File: src/rtl/basic_computer_pkg.sv
// Shared encodings for the basic computer control unit:
// FSM states, opcodes, select/function codes and the control bundle.
package basic_computer_pkg;

    typedef enum logic [1:0] {
        FETCH_L = 2'd0,
        FETCH_H = 2'd1,
        EXEC    = 2'd2,
        HALT    = 2'd3
    } state_e;

    localparam logic [3:0] OP_NOP  = 4'd0;
    localparam logic [3:0] OP_LDI  = 4'd1;
    localparam logic [3:0] OP_LD   = 4'd2;
    localparam logic [3:0] OP_ST   = 4'd3;
    localparam logic [3:0] OP_ADD  = 4'd4;
    localparam logic [3:0] OP_BRA  = 4'd5;
    localparam logic [3:0] OP_BNE  = 4'd6;
    localparam logic [3:0] OP_HLT  = 4'd7;
    localparam logic [3:0] OP_LDAR = 4'd8;

    localparam logic [3:0] RF_NONE  = 4'b1111;
    localparam logic [2:0] ARF_PC   = 3'b011;
    localparam logic [2:0] ARF_AR   = 3'b101;
    localparam logic [2:0] ARF_NONE = 3'b111;

    localparam logic [2:0] FUN_LOAD = 3'b010;
    localparam logic [2:0] FUN_INC  = 3'b001;

    localparam logic [4:0] ALU_PASS_A = 5'b10000;
    localparam logic [4:0] ALU_ADD16  = 5'b10100;

    localparam logic [1:0] OUTD_PC = 2'b00;
    localparam logic [1:0] OUTD_AR = 2'b10;

    localparam logic [1:0] MUXA_ALU = 2'd0;
    localparam logic [1:0] MUXA_MEM = 2'd2;
    localparam logic [1:0] MUXA_IMM = 2'd3;
    localparam logic [1:0] MUXB_IMM = 2'd3;
    localparam logic       MUXC_ALU = 1'b0;

    typedef struct packed {
        logic [2:0] rf_outa;
        logic [2:0] rf_outb;
        logic [2:0] rf_fun;
        logic [3:0] rf_reg;
        logic [4:0] alu_fun;
        logic       alu_wf;
        logic [1:0] arf_outc;
        logic [1:0] arf_outd;
        logic [2:0] arf_fun;
        logic [2:0] arf_reg;
        logic       ir_lh;
        logic       ir_write;
        logic       mem_wr;
        logic       mem_cs;
        logic [1:0] mux_a;
        logic [1:0] mux_b;
        logic       mux_c;
    } ctrl_t;

    localparam ctrl_t CTRL_IDLE = '{
        rf_outa:  3'd0,
        rf_outb:  3'd0,
        rf_fun:   3'd0,
        rf_reg:   RF_NONE,
        alu_fun:  5'd0,
        alu_wf:   1'b0,
        arf_outc: 2'd0,
        arf_outd: 2'd0,
        arf_fun:  3'd0,
        arf_reg:  ARF_NONE,
        ir_lh:    1'b0,
        ir_write: 1'b0,
        mem_wr:   1'b0,
        mem_cs:   1'b1,
        mux_a:    2'd0,
        mux_b:    2'd0,
        mux_c:    1'b0
    };

    // Active-low one-cold write enable for R1..R4 from a 2-bit index.
    function automatic logic [3:0] rf_sel(input logic [1:0] idx);
        return ~(4'b1000 >> idx);
    endfunction

endpackage

File: src/rtl/basic_computer_sequencer_instruction_decoder.sv
// EXEC-cycle decode: opcode, register fields and the Z flag
// map to one full datapath control vector.
module instruction_decoder
    import basic_computer_pkg::*;
(
    input  logic [3:0] opcode,
    input  logic [1:0] rx,
    input  logic [1:0] ry,
    input  logic       flag_z,
    output ctrl_t      ctrl
);

    // Start from idle and override only the fields each opcode uses.
    always_comb begin
        ctrl = CTRL_IDLE;
        unique case (opcode)
            OP_NOP: begin
            end
            OP_LDI: begin
                ctrl.mux_a  = MUXA_IMM;
                ctrl.rf_fun = FUN_LOAD;
                ctrl.rf_reg = rf_sel(rx);
            end
            OP_LD: begin
                ctrl.arf_outd = OUTD_AR;
                ctrl.mem_cs   = 1'b0;
                ctrl.mux_a    = MUXA_MEM;
                ctrl.rf_fun   = FUN_LOAD;
                ctrl.rf_reg   = rf_sel(rx);
            end
            OP_ST: begin
                ctrl.rf_outa  = {1'b0, rx};
                ctrl.alu_fun  = ALU_PASS_A;
                ctrl.mux_c    = MUXC_ALU;
                ctrl.arf_outd = OUTD_AR;
                ctrl.mem_cs   = 1'b0;
                ctrl.mem_wr   = 1'b1;
            end
            OP_ADD: begin
                ctrl.rf_outa = {1'b0, rx};
                ctrl.rf_outb = {1'b0, ry};
                ctrl.alu_fun = ALU_ADD16;
                ctrl.alu_wf  = 1'b1;
                ctrl.mux_a   = MUXA_ALU;
                ctrl.rf_fun  = FUN_LOAD;
                ctrl.rf_reg  = rf_sel(rx);
            end
            OP_BRA: begin
                ctrl.mux_b   = MUXB_IMM;
                ctrl.arf_fun = FUN_LOAD;
                ctrl.arf_reg = ARF_PC;
            end
            OP_BNE: begin
                if (!flag_z) begin
                    ctrl.mux_b   = MUXB_IMM;
                    ctrl.arf_fun = FUN_LOAD;
                    ctrl.arf_reg = ARF_PC;
                end
            end
            OP_HLT: begin
            end
            OP_LDAR: begin
                ctrl.mux_b   = MUXB_IMM;
                ctrl.arf_fun = FUN_LOAD;
                ctrl.arf_reg = ARF_AR;
            end
            default: begin
            end
        endcase
    end

endmodule

File: src/rtl/basic_computer_sequencer.sv
// Hardwired fetch/execute sequencer for the basic computer datapath.
// Two byte fetches into IR, one decode/execute cycle, sticky HALT.
module basic_computer_sequencer
    import basic_computer_pkg::*;
(
    input  logic        Clock,
    input  logic        Reset,
    input  logic [15:0] IROut,
    input  logic [3:0]  ALU_Flags,
    output logic [2:0]  RF_OutASel,
    output logic [2:0]  RF_OutBSel,
    output logic [2:0]  RF_FunSel,
    output logic [3:0]  RF_RegSel,
    output logic [3:0]  RF_ScrSel,
    output logic [4:0]  ALU_FunSel,
    output logic        ALU_WF,
    output logic [1:0]  ARF_OutCSel,
    output logic [1:0]  ARF_OutDSel,
    output logic [2:0]  ARF_FunSel,
    output logic [2:0]  ARF_RegSel,
    output logic        IR_LH,
    output logic        IR_Write,
    output logic        Mem_WR,
    output logic        Mem_CS,
    output logic [1:0]  MuxASel,
    output logic [1:0]  MuxBSel,
    output logic        MuxCSel,
    output logic        Halted,
    output logic [1:0]  State
);

    state_e state_q;
    state_e state_d;
    ctrl_t  exec_ctrl;
    ctrl_t  ctrl;
    logic   unused_inputs;

    assign unused_inputs = ^{IROut[7:0], ALU_Flags[2:0]};

    instruction_decoder u_dec (
        .opcode (IROut[15:12]),
        .rx     (IROut[11:10]),
        .ry     (IROut[9:8]),
        .flag_z (ALU_Flags[3]),
        .ctrl   (exec_ctrl)
    );

    // State register; reset returns to the first fetch cycle.
    always_ff @(posedge Clock or negedge Reset) begin
        if (!Reset) begin
            state_q <= FETCH_L;
        end else begin
            state_q <= state_d;
        end
    end

    // Next state: fixed three-cycle loop, HLT parks in HALT.
    always_comb begin
        state_d = state_q;
        unique case (state_q)
            FETCH_L: state_d = FETCH_H;
            FETCH_H: state_d = EXEC;
            EXEC: begin
                if (IROut[15:12] == OP_HLT) begin
                    state_d = HALT;
                end else begin
                    state_d = FETCH_L;
                end
            end
            HALT:    state_d = HALT;
            default: state_d = FETCH_L;
        endcase
    end

    // Control vector; reset forces idle without waiting for a clock.
    always_comb begin
        ctrl = CTRL_IDLE;
        if (Reset) begin
            unique case (state_q)
                FETCH_L, FETCH_H: begin
                    ctrl.arf_outd = OUTD_PC;
                    ctrl.mem_cs   = 1'b0;
                    ctrl.ir_write = 1'b1;
                    ctrl.ir_lh    = (state_q == FETCH_H);
                    ctrl.arf_reg  = ARF_PC;
                    ctrl.arf_fun  = FUN_INC;
                end
                EXEC:    ctrl = exec_ctrl;
                HALT:    ctrl = CTRL_IDLE;
                default: ctrl = CTRL_IDLE;
            endcase
        end
    end

    assign RF_OutASel  = ctrl.rf_outa;
    assign RF_OutBSel  = ctrl.rf_outb;
    assign RF_FunSel   = ctrl.rf_fun;
    assign RF_RegSel   = ctrl.rf_reg;
    assign RF_ScrSel   = 4'b1111;
    assign ALU_FunSel  = ctrl.alu_fun;
    assign ALU_WF      = ctrl.alu_wf;
    assign ARF_OutCSel = ctrl.arf_outc;
    assign ARF_OutDSel = ctrl.arf_outd;
    assign ARF_FunSel  = ctrl.arf_fun;
    assign ARF_RegSel  = ctrl.arf_reg;
    assign IR_LH       = ctrl.ir_lh;
    assign IR_Write    = ctrl.ir_write;
    assign Mem_WR      = ctrl.mem_wr;
    assign Mem_CS      = ctrl.mem_cs;
    assign MuxASel     = ctrl.mux_a;
    assign MuxBSel     = ctrl.mux_b;
    assign MuxCSel     = ctrl.mux_c;
    assign Halted      = (state_q == HALT);
    assign State       = state_q;

endmodule

File: config.mk
export PLATFORM = sky130hd
export DESIGN_NAME = basic_computer_sequencer
export DESIGN_NICKNAME = d
export VERILOG_FILES = /design/src/rtl/basic_computer_pkg.sv /design/src/rtl/basic_computer_sequencer_instruction_decoder.sv /design/src/rtl/basic_computer_sequencer.sv
export SDC_FILE = /design/constraint.sdc
export NUM_CORES = 1
export LEC_CHECK = 0
export ABC_AREA = 1
export CORE_MARGIN = 2
export CORE_UTILIZATION = 35
export CTS_CLUSTER_DIAMETER = 80
export DETAILED_ROUTE_END_ITERATION = 6
export PLACE_DENSITY = 0.82
export SYNTH_ARGS = -nofsm -noshare
export SYNTH_HDL_FRONTEND = slang
export SYNTH_HIERARCHICAL = 1
export SYNTH_SLANG_ARGS = --single-unit
File: constraint.sdc
create_clock -name Clock -period 1.2 [get_ports Clock]
set_input_delay 0.18 -clock Clock [delete_from_list [all_inputs] [get_ports Clock]]
set_output_delay 0.18 -clock Clock [all_outputs]
set_load 0.02 [all_outputs]
Word-level counts from Yosys, hierarchy flattened
Index checks and enable logic that the tools add are counted. W data, S select, Z words.

$add $sub $neg: 0. Multipliers: 0. Div/mod/pow operators: 0. $lt $le $gt $ge: 0. Equal/unequal tests: 11. Shift-type cells: 1. Muxes and demuxes: 21. Bitwise gates (word level): 1. Reductions and logical operators: 6.

Operators by type and width (count): $mux W38 (1); $pmux W10 S3 (1); $mux W21 (1); $pmux W6 S3 (1); $eq A4 B3 Y1 const B (4); $mux W2 (5); $mux W5 (2); $pmux W5 S2 (1); $eq A4 B2 Y1 const B (2); $pmux W2 S2 (2); $pmux W2 S4 (1); $reduce_or A2 Y1 (4); $mux W6 (1); $eq A2 B2 Y1 const B (2); $eq A4 B1 Y1 const B (1); $eq A4 B4 Y1 const B (1); $mux W1 (4); $not A4 Y4 (1); $shr A4 B2 Y4 const A (1); $pmux W1 S3 (1); $reduce_or A3 Y1 (1); $eq A2 B1 Y1 const B (1); $logic_not A2 Y1 (1).

Register bits: 2. Bits in latches: 0. Memory bits (writable): 0. ROM bits: 0. Bits of input ports: 22. Output and inout port bits: 45. Logic and storage cells: 41. Memories: 0.

Longest topological paths before layout
Gate-level depths: netlist (run 1).

Depth in word-level cells: 5. Gate-level depth with buffers: 8.

Hierarchy
Netlist (run 1), hierarchy kept.

Modules (own cells, without submodules): basic_computer_sequencer (instances 1, cells each 109, area an instance 548.0 um2, seq. area each 50.0 um2); instruction_decoder (instances 1, cells each 69, area an instance 404.1 um2, seq. area each 0.0 um2).

Worst setup path before layout (run 1)
No wires, ideal clock.

Path type: register -> output. Start: register state_q[1], in the netlist State[1]. End: output port ALU_FunSel[2]. Data arrival time: 1.213 ns. Path slack: -0.193 ns. Cell stages (with the launch flop): 6. Cells stage by stage: dfrtp_1 inv_2 nor2_2 buf_2 nand2_1 nor2_1.

Longest elaborated chain between the ends: 3.

RTL lines: from (decl) (line basic_computer_sequencer.sv:32) `state_e state_q;`; from (signal assigned) (line basic_computer_sequencer.sv:53) `state_q <= state_d;`; $eq A2 B2 Y1 (line basic_computer_sequencer.sv:79) `unique case (state_q)`; $mux W21 (line basic_computer_sequencer.sv:79); $mux W38 (line basic_computer_sequencer.sv:78) `if (Reset) begin`; to (decl) (line basic_computer_sequencer.sv:15) `output logic [4:0] ALU_FunSel,`.

Every way passes these cells.

Final worst setup path (run 1)
Start: register state_q[1], in the netlist State[1]. End: output port Mem_CS.

Longest elaborated chain between the ends: 4.

RTL lines: $eq A2 B1 Y1 / $logic_not A2 Y1 (equally long branches) (line basic_computer_sequencer.sv:79); $reduce_or A2 Y1 (line basic_computer_sequencer.sv:79); $pmux W1 S3 * (line basic_computer_sequencer.sv:79); $mux W38 * (line basic_computer_sequencer.sv:78); to (decl) (line basic_computer_sequencer.sv:24) `output logic Mem_CS,`.

Every way passes the cells marked *; elsewhere a longest branch is shown, timed or not.

==> results.ini, run 1 <==
[global_routing]
grt_max_degree=15
grt_pass1_vias=1043
antenna_found_initial=0
grt_overflow=0
grt_usage=0.179
grt_pass1_wl_mm=4.65

[layout]
drive_gt1_frac=0.560
largest_reg_flops=2
fin_nets=265
multiInputGateArea_um2=823
diodes=0
final_area_mm2=0.00169
final_cells=271
seq_area_um2=52.6
fin_util=0.670
nFillCells=205
syn_to_final_growth_pct=77.4

[cts]
cts_tree=done
clk_pin_slew_ns=0.03
htree_levels=1
cts.sinks=2
cts_buffers=3
clkLatencyLatePin_ns=0.23
postCtsHoldBufs=0
root_buffer=clkbuf_4
cts_buffer_depth=2

[pwr]
p_leak_nw=0.880
p_int_mw=0.264
pwr-share-seq=0.154
swShare=0.402
switchingPower_mw=0.178
combinationalPowerShare=0.496
power_density_mw_per_mm2=261
irDropWorstVdd_mv=0.376
pwr-share-clk=0.350

[die]
rows=18
die_y_um=56.2
ioPinCount=67
die_area_mm2=0.00315
core_area_mm2=0.00252
die_w_um=56.2
initial_core_util=0.377

[setup_path]
max_stage_delay_ns=0.42
path_cells=buf_4, buf_6, nand2_4, nand2_4, inv_2, nand2_2, buf_6
critPathLaunchType=flip-flop
end_kind=primary output
worstPathMaxFanout=4
cp_slowest_cell=dfrtp_2
worstSetupPathType=flip-flop to primary output
crit_arrival_ns=1.29
required_ns=1.02

[route]
wl_mm=3.04
drt-initial-drc-count=32
drc=0
drt_pre_antenna_iters=4
wl_per_cell_um=11.2
drtAntennaViolNets=0
via_per_inst=4.26
num_vias=1155

[sta]
setup_viol_count_final=27
drv_slew=0
final-hold-violation-count=0
final.period_utilization=1.22
timing.fmax_mhz=682
skew_ns=0.00470
rsz0062_at_grt=yes
finalSetupTns_ns=-5.87
setup_ws_ns=-0.266
finalCriticalPeriod_ns=1.47

[logic_synthesis]
synth_top_flop_cell=dfrtp_1
synth_area_leaders=buf_4 17%, nand2_1 17%, nor2_1 13%
synth-edff-count=0
async_flop_share=1.00
post-synth-top-count-cell=nand2_1
synth_seq_cells=2
synth.top_cell.area_share=0.173
netlist_instances=178
avgSynthCellArea_um2=5.35
yosysWarnings=6
synth.largest_area_cell=buf_4
yosysUniqueCellTypes=21
synth_common_cells=43 x nand2_1, 32 x nor2_1, 24 x inv_1
syn-cell-area_um2=952
synth.yosys.seq_area_share=0.0526

[place]
io_buffers=38
dp_hpwl_mm=1.96
place_area_mm2=0.00150
dp_cells=259
place_congestion=0.782

[worst_hold_path]
hp-class=input pin to async pin

[outcome]
failed_checks=negative setup slack
status=finished, violations left

[flow_run]
maxCapViolCount=0

cell families (layout without fill, tap and decap cells):
family / after synthesis / in the layout / share of synthesized area
compound gates: 3 / 3 / 0.0158
buf+inv: 55 / 101 / 0.331
flops: 2 / 2 / 0.0526
simple gates: 115 / 115 / 0.589
other cells: 3 / 20 / 0.0118
final timing paths:
path	cells after the start	slack (ns)	startpoint	endpoint
worst min-delay path	2	0.28	Reset	State[1]
worst max-delay path	7	-0.27	State[1]	Mem_CS
worst max register to register	6	0.09	State[1]	State[1]
min in group Clock	5	0.36	IROut[14]	State[0]
worst min register to register	3	0.73	State[0]	State[1]
max in group asynchronous	2	0.79	Reset	State[0]
area by class of cell:
| type | count | share of cell area |
|---|---|---|
| multi-input cells | 138 | 0.487 |
| repair buffers | 70 | 0.384 |
| clock buffers | 3 | 0.0133 |
| flip-flops and latches | 2 | 0.0311 |
| well taps | 30 | 0.0222 |
| inverters | 28 | 0.0622 |
cells in the final DEF (no fill, tap or decap):
| master | count |
|---|---|
| dfrtp_2 | 2 |
| buf_12 | 3 |
| buf_6 | 22 |
| a21oi_2 | 1 |
| nand3b_1 | 1 |
| nor2_4 | 17 |
| clkdlybuf4s50_1 | 6 |
| conb_1 | 20 |
| a21oi_4 | 1 |
| buf_2 | 8 |
| clkdlybuf4s15_2 | 2 |
| nand2_4 | 4 |
| nor2_2 | 15 |
| buf_4 | 29 |
| nand3_1 | 5 |
| clkbuf_4 | 3 |
| o21ai_0 | 1 |
| nand2_1 | 35 |
| nor2_1 | 16 |
| nand3_2 | 1 |
| inv_1 | 22 |
| nand3_4 | 2 |
| inv_2 | 6 |
| nand2_2 | 19 |
routing by layer:
layer | vias to the layer above | global-route usage | wire length (µm)
li1 | 601 | - | -
met1 | 518 | 0.232 | 1300
met2 | 36 | 0.313 | 1600
met3 | 0 | 0.0326 | 151
met4 | 0 | 0.0272 | 0
met5 | - | 0 | 0
power by group through the flow:
stage	logic [mW]	clock network, mW	registers, mW
floorplan	0.156	0	0.0686
detailed placement	0.202	0	0.0686
CTS	0.205	0.157	0.0679
global route	0.240	0.171	0.0678
global placement	0.199	0	0.0686
finish	0.219	0.154	0.0679
stage by stage:
| step | power [mW] | setup WS (ns) | hold WS, ns |
|---|---|---|---|
| final | 0.441 | -0.266 | 0.284 |
| after global routing | 0.478 | -0.314 | 0.289 |
| after CTS | 0.430 | -0.323 | 0.269 |
| after detailed placement | 0.270 | -1.03 | 0.499 |
| after global placement | 0.268 | -0.988 | 0.510 |
| after floorplan | 0.225 | -0.0433 | -0.116 |
worst max-delay path: cells and delay by family (launching register included):
| kind | cells | cell delay [ns] |
|---|---|---|
| buffers and inverters | 4 | 0.44 |
| DFF | 1 | 0.42 |
| and+or+nand+nor | 3 | 0.18 |
repair_timing:
action                     in CTS  in global routing
pin swaps                       4                  5
setup endpoints to repair      28                 28
gates cloned                    1                  0
resized for setup             177                 23
setup buffers                   8                  1
(Power assumes the default switching activity.)
==> inputs of run 2 (changes only) <==
--- a/config.mk
+++ b/config.mk
@@ -10,7 +10,7 @@
 export CORE_UTILIZATION = 35
 export CTS_CLUSTER_DIAMETER = 80
 export DETAILED_ROUTE_END_ITERATION = 6
-export PLACE_DENSITY = 0.82
+export PLACE_DENSITY = 0.81
 export SYNTH_ARGS = -nofsm -noshare
 export SYNTH_HDL_FRONTEND = slang
 export SYNTH_HIERARCHICAL = 1
==> run 2 against run 1 <==
  * The run still ends with negative setup slack left
  * Clock power barely moved
  * Sequential power is essentially flat
  * Fmax shrank 0.73%
  * Hold slack gained 0.097 ns
  * Non-clock buffer count decreased by 4
  * Final cell count decreased by 1.5%
  * Critical path type unchanged
  * Via count decreased by 0.17%
  * Register-to-register slack better by 0.06 ns
  * Highest routed layer is now met4
  * Largest cell class unchanged
  * Worst setup slack lost 0.011 ns
  * Die area unchanged
==> results.ini, run 2 (synthesized netlist as in run 1, its figures left out) <==
[layout]
mostFrequentLayoutCells=31 x nand2_1, 27 x buf_6, 23 x buf_4  ; was 35 x nand2_1, 29 x buf_4, 22 x inv_1, 22 x buf_6, 20 x conb_1
multiInputGateArea_um2=863  ; was 823 µm²
syn_to_final_growth_pct=79.1  ; was 77.4%
seq_area_um2=52.6  ; unchanged
diodes=0  ; unchanged
final_cells=267  ; was 271
largest_reg_flops=2  ; unchanged
layout_commonest_cell=nand2_1  ; unchanged
fin_util=0.676  ; was 0.670
nFillCells=205  ; unchanged
final_area_mm2=0.00171  ; was 0.00169 mm²
drive_gt1_frac=0.582  ; was 0.560
fin_nets=261  ; was 265

[setup_path]
cp_slowest_cell=dfrtp_2  ; unchanged
path_buf_inv=3  ; was 4
crit_arrival_ns=1.30  ; was 1.29 ns
end_kind=primary output  ; unchanged
path_cells=inv_2, nor2_4, buf_12, nand2_1, nor2_2, buf_6  ; was buf_4, buf_6, nand2_4, nand2_4, inv_2, nand2_2, buf_6
worstPathMaxFanout=14  ; was 4
reg2reg_slack_ns=0.15  ; was 0.09 ns
required_ns=1.02  ; about the same
critPathLaunchType=flip-flop  ; unchanged
worstSetupPathType=flip-flop to primary output  ; unchanged
cp_top_family=flip-flops  ; was buffers and inverters
max_stage_delay_ns=0.42  ; about the same

[global_routing]
grt_usage=0.172  ; was 0.179
grt_pass1_vias=1015  ; was 1043
grt_max_degree=15  ; unchanged
grt_pass1_wl_mm=4.44  ; was 4.65 mm
antenna_found_initial=0  ; unchanged
grt_overflow=0  ; unchanged

[flow_run]
maxCapViolCount=0  ; unchanged

[route]
drtAntennaViolNets=0  ; unchanged
drc=0  ; unchanged
num_vias=1153  ; was 1155
drt_pre_antenna_iters=4  ; unchanged
wl_per_cell_um=11.0  ; was 11.2 µm
drt-initial-drc-count=18  ; was 32
wl_mm=2.95  ; was 3.04 mm
via_per_inst=4.32  ; was 4.26

[place]
dp_slack_ns=-1.01  ; was -1.03 ns
place_area_mm2=0.00149  ; was 0.00150 mm²
dp_cells=258  ; was 259
io_buffers=38  ; unchanged
dp_hpwl_mm=2.04  ; was 1.96 mm
place_congestion=0.874  ; was 0.782

[pwr]
p_leak_nw=0.913  ; was 0.880 nW
power_mw=0.450  ; was 0.441 mW
power_density_mw_per_mm2=264  ; was 261 mW/mm²
irDropWorstVdd_mv=0.370  ; was 0.376 mV

[die]
die_area_mm2=0.00315  ; unchanged
ioPinCount=67  ; unchanged
initial_core_util=0.377  ; unchanged
die_w_um=56.2  ; unchanged
die_y_um=56.2  ; unchanged
core_area_mm2=0.00252  ; unchanged
rows=18  ; unchanged

[cts]
root_buffer=clkbuf_4  ; unchanged
clk_pin_slew_ns=0.04  ; was 0.03 ns
cts_buffers=3  ; unchanged
cts.sinks=2  ; unchanged
cts_buffer_depth=2  ; unchanged
clkLatencyLatePin_ns=0.23  ; about the same
cts_tree=done  ; unchanged
htree_levels=1  ; unchanged

[sta]
setup_ws_ns=-0.277  ; was -0.266 ns
final-hold-violation-count=0  ; unchanged
rsz0062_at_grt=yes  ; unchanged
finalSetupTns_ns=-5.81  ; was -5.87 ns
setup_viol_count_final=27  ; unchanged
skew_ns=0.0142  ; was 0.00470 ns
final.period_utilization=1.23  ; was 1.22
hold_ws_ns=0.381  ; was 0.284 ns
drv_slew=0  ; unchanged
timing.fmax_mhz=677  ; was 682 MHz
finalCriticalPeriod_ns=1.48  ; was 1.47 ns

[outcome]
failed_checks=negative setup slack  ; unchanged
status=finished, violations left  ; unchanged

[worst_hold_path]
hp-class=input pin to flip-flop  ; was input pin to async pin

==> run 2: changes by cell type in the layout (fill, tap and decap cells not counted), sizes merged <==
cell | previous run | this run
clkdlybuf4s50 | 6 | 5
clkdlybuf4s15 | 2 | 0
dlygate4sd3 | 0 | 1
buf | 62 | 59
dlymetal6s2s | 0 | 1
==> run 2: power breakdown <==
group          internal, mW  switching (mW)  total, mW
Combinational        0.0870           0.140      0.227
Sequential           0.0679               0     0.0679
Clock                 0.111          0.0443      0.155
Total                 0.266           0.184      0.450
==> run 2: cell type report <==
type	count	area share
clock buffer	3	0.0132
inverter	28	0.0616
multi-input combinational	138	0.506
sequential	2	0.0308
tap	30	0.0220
timing repair buffer	66	0.366
==> run 2: layer usage <==
metal | GRT usage | wire [µm] | up-vias
li1 | - | - | 592
met4 | 0.0408 | 21 | 0
met3 | 0.0256 | 157 | 2
met2 | 0.319 | 1550 | 43
met5 | 0 | 0 | -
met1 | 0.204 | 1220 | 516
==> run 2: tightest hold or removal path, stage by stage <==
cell and delay [ns]:
buf_2 0.12, inv_1 0.05, nor2_1 0.05, nand3_1 0.10, nand2_1 0.06
==> run 2: worst paths after layout <==
check / startpoint / end / depth (start not counted)
min in group asynchronous: Reset / State[0] / 3
setup reg to reg: State[0] / State[0] / 6
setup / recovery: State[1] / MuxASel[1] / 6
max in group asynchronous: Reset / State[1] / 3
hold / removal: IROut[14] / State[0] / 5
hold reg to reg: State[0] / State[1] / 3
==> run 2: repair_timing <==
action / in CTS / in global routing
hold endpoints to repair: 0 / 2
setup buffers: 3 / 2
setup endpoints to repair: 28 / 27
pin swaps: 4 / 7
resized for setup: 181 / 44
hold buffers: 0 / 1
==> inputs of run 3 (changes only) <==
--- a/config.mk
+++ b/config.mk
@@ -7,10 +7,10 @@
 export LEC_CHECK = 0
 export ABC_AREA = 1
 export CORE_MARGIN = 2
-export CORE_UTILIZATION = 35
+export CORE_UTILIZATION = 32
 export CTS_CLUSTER_DIAMETER = 80
 export DETAILED_ROUTE_END_ITERATION = 6
-export PLACE_DENSITY = 0.81
+export PLACE_DENSITY = 0.78
 export SYNTH_ARGS = -nofsm -noshare
 export SYNTH_HDL_FRONTEND = slang
 export SYNTH_HIERARCHICAL = 1
==> constraint.sdc (replaced) <==
create_clock -name Clock -period 1.3 [get_ports Clock]
set_input_delay 0.195 -clock Clock [delete_from_list [all_inputs] [get_ports Clock]]
set_output_delay 0.195 -clock Clock [all_outputs]
set_load 0.02 [all_outputs]
==> run 3 against run 2 <==
  * The flow still finishes with violations (negative setup slack)
  * Combinational power shrank 8.8%
  * Clock skew is 0.0058 ns lower
  * Routed wire length down 13%
  * First-iteration DRC count down 44%
  * Critical endpoint is now Mem_WR
==> results.ini, run 3 (synthesized netlist as in run 1, its figures left out) <==
[sta]
final.period_utilization=1.11
skew_ns=0.00831  ; was 0.0142 ns
finalCriticalPeriod_ns=1.44
setup_viol_count_final=26  ; was 27
final-hold-violation-count=0  ; unchanged
setup_ws_ns=-0.140  ; was -0.277 ns
rsz0062_at_grt=yes  ; unchanged
finalSetupTns_ns=-2.71  ; was -5.81 ns
timing.fmax_mhz=694
drv_slew=0  ; unchanged

[place]
dp_hpwl_mm=1.87  ; was 2.04 mm
dp_cells=265  ; was 258
io_buffers=38  ; unchanged
place_congestion=0.740  ; was 0.874
dp_slack_ns=-0.903  ; was -1.01 ns

[layout]
fin_util=0.608  ; was 0.676
layout_commonest_cell=buf_4  ; was nand2_1
largest_reg_flops=2  ; unchanged
mostFrequentLayoutCells=37 x buf_4, 33 x nand2_1, 23 x nor2_1  ; was 31 x nand2_1, 27 x buf_6, 23 x buf_4
syn_to_final_growth_pct=77.5  ; was 79.1%
final_cells=277  ; was 267
fin_nets=269  ; was 261
diodes=0  ; unchanged
nFillCells=254  ; was 205
drive_gt1_frac=0.545  ; was 0.582

[pwr]
p_int_mw=0.263  ; was 0.266 mW
switchingPower_mw=0.159  ; was 0.184 mW
pwr-share-seq=0.148  ; was 0.151
irDropWorstVdd_mv=0.263  ; was 0.370 mV
swShare=0.377  ; was 0.409
p_leak_nw=0.952  ; was 0.913 nW
power_mw=0.422  ; was 0.450 mW
power_density_mw_per_mm2=250  ; was 264 mW/mm²
combinationalPowerShare=0.490  ; was 0.504
pwr-share-clk=0.361  ; was 0.345

[global_routing]
grt_overflow=0  ; unchanged
grt_util_met2=0.257  ; was 0.319
grt_pass1_vias=971  ; was 1015
grt_max_degree=17  ; was 15
grt_use_met1=0.182  ; was 0.204
grt_pass1_wl_mm=3.98  ; was 4.44 mm
grt_usage=0.147  ; was 0.172
busiest_layer=met2  ; unchanged
antenna_found_initial=0  ; unchanged
grt_use_met3=0.0154  ; was 0.0256

[setup_path]
max_stage_delay_ns=0.36  ; was 0.42 ns
path_cells=inv_2, nor2_4, buf_12, nand2_1, nor2_1, buf_4  ; was inv_2, nor2_4, buf_12, nand2_1, nor2_2, buf_6
worstSetupPathType=flip-flop to primary output  ; unchanged
end_kind=primary output  ; unchanged
cp_top_family=flip-flops  ; unchanged
required_ns=1.11  ; was 1.02 ns
crit_arrival_ns=1.25  ; was 1.30 ns
worstPathMaxFanout=16  ; was 14
path_buf_inv=3  ; unchanged
cp_slowest_cell=dfrtp_2  ; unchanged
critPathLaunchType=flip-flop  ; unchanged

[worst_hold_path]
hp-class=input pin to flip-flop  ; unchanged

[cts]
cts_buffer_depth=2  ; unchanged
htree_levels=1  ; unchanged
root_buffer=clkbuf_4  ; unchanged
cts_buffers=3  ; unchanged
cts.sinks=2  ; unchanged
clk_pin_slew_ns=0.03  ; was 0.04 ns
clkLatencyLatePin_ns=0.23  ; about the same
cts_tree=done  ; unchanged

[flow_run]
maxCapViolCount=0  ; unchanged

[die]
ioPinCount=67  ; unchanged
die_y_um=58.6  ; was 56.2 µm
die_w_um=58.6  ; was 56.2 µm
die_area_mm2=0.00343  ; was 0.00315 mm²
initial_core_util=0.342  ; was 0.377
core_area_mm2=0.00278  ; was 0.00252 mm²
rows=19  ; was 18

[route]
wl_per_cell_um=9.24  ; was 11.0 µm
wl_mm=2.56  ; was 2.95 mm
num_vias=1132  ; was 1153
drt_pre_antenna_iters=4  ; unchanged
drc=0  ; unchanged
drt-initial-drc-count=10  ; was 18
via_per_inst=4.09  ; was 4.32
drtAntennaViolNets=0  ; unchanged

[outcome]
failed_checks=negative setup slack  ; unchanged
status=finished, violations left  ; unchanged

[run 3: cell count changes in the layout (fill, tap and decap cells not counted), sizes merged]
cell | previous run | this run
clkdlybuf4s50 | 5 | 4
buf | 59 | 66
clkbuf | 3 | 5
dlygate4sd2 | 0 | 1
[run 3: layout make-up]
| cell class | count | area [µm²] | share of cell area |
|---|---|---|---|
| Clock buffer | 4 | 26.3 | 0.0155 |
| Inverter | 28 | 105 | 0.0622 |
| Multi-Input combinational cell | 138 | 801 | 0.474 |
| Sequential cell | 2 | 52.6 | 0.0311 |
| Tap cell | 31 | 38.8 | 0.0229 |
| Timing Repair Buffer | 74 | 667 | 0.395 |
[run 3: through the flow]
step | hold WS, ns | cell area, µm²
floorplan | -0.101 | 1060
global placement | 0.517 | 1500
detailed placement | 0.514 | 1500
CTS | 0.280 | 1560
global route | 0.445 | 1690
finish | 0.411 | 1690
[run 3: path summary, 6_finish.rpt]
check / start / endpoint / slack, ns / cells after the start
worst max-delay path: State[1] / Mem_WR / -0.14 / 6
worst min-delay path: IROut[15] / State[1] / 0.41 / 4
worst max register to register: State[1] / State[0] / 0.19 / 6
worst min register to register: State[0] / State[1] / 0.68 / 3
max in group asynchronous: Reset / State[0] / 0.65 / 3
min in group asynchronous: Reset / State[1] / 0.49 / 3
[run 3: metal layers]
metal	vias up	part of all wire
met5	-	0
met4	0	0.0074
met3	2	0.052
met2	36	0.51
met1	485	0.43
li1	609	-
[run 3: timing repair]
action / CTS / global route
endpoints found under the setup margin: 28 / 27
hold buffers: 0 / 1
resized for setup: 177 / 34
setup buffers: 3 / 4
pin swaps: 5 / 3
hold endpoints to repair: 0 / 2
[run 3: power by group through the flow]
stage	sequential (mW)	combinational, mW	clock (mW)
6_report	0.0627	0.207	0.152
5_1_grt	0.0626	0.228	0.169
4_1_cts	0.0626	0.197	0.162
3_5_place_dp	0.0634	0.190	0
3_3_place_gp	0.0634	0.188	0
2_1_floorplan	0.0634	0.140	0
[run 3: tightest hold or removal path: cells and delay by family]
family                 cells  cell delay (ns)
AND/OR/NAND/NOR            3             0.25
buffers and inverters      1             0.16
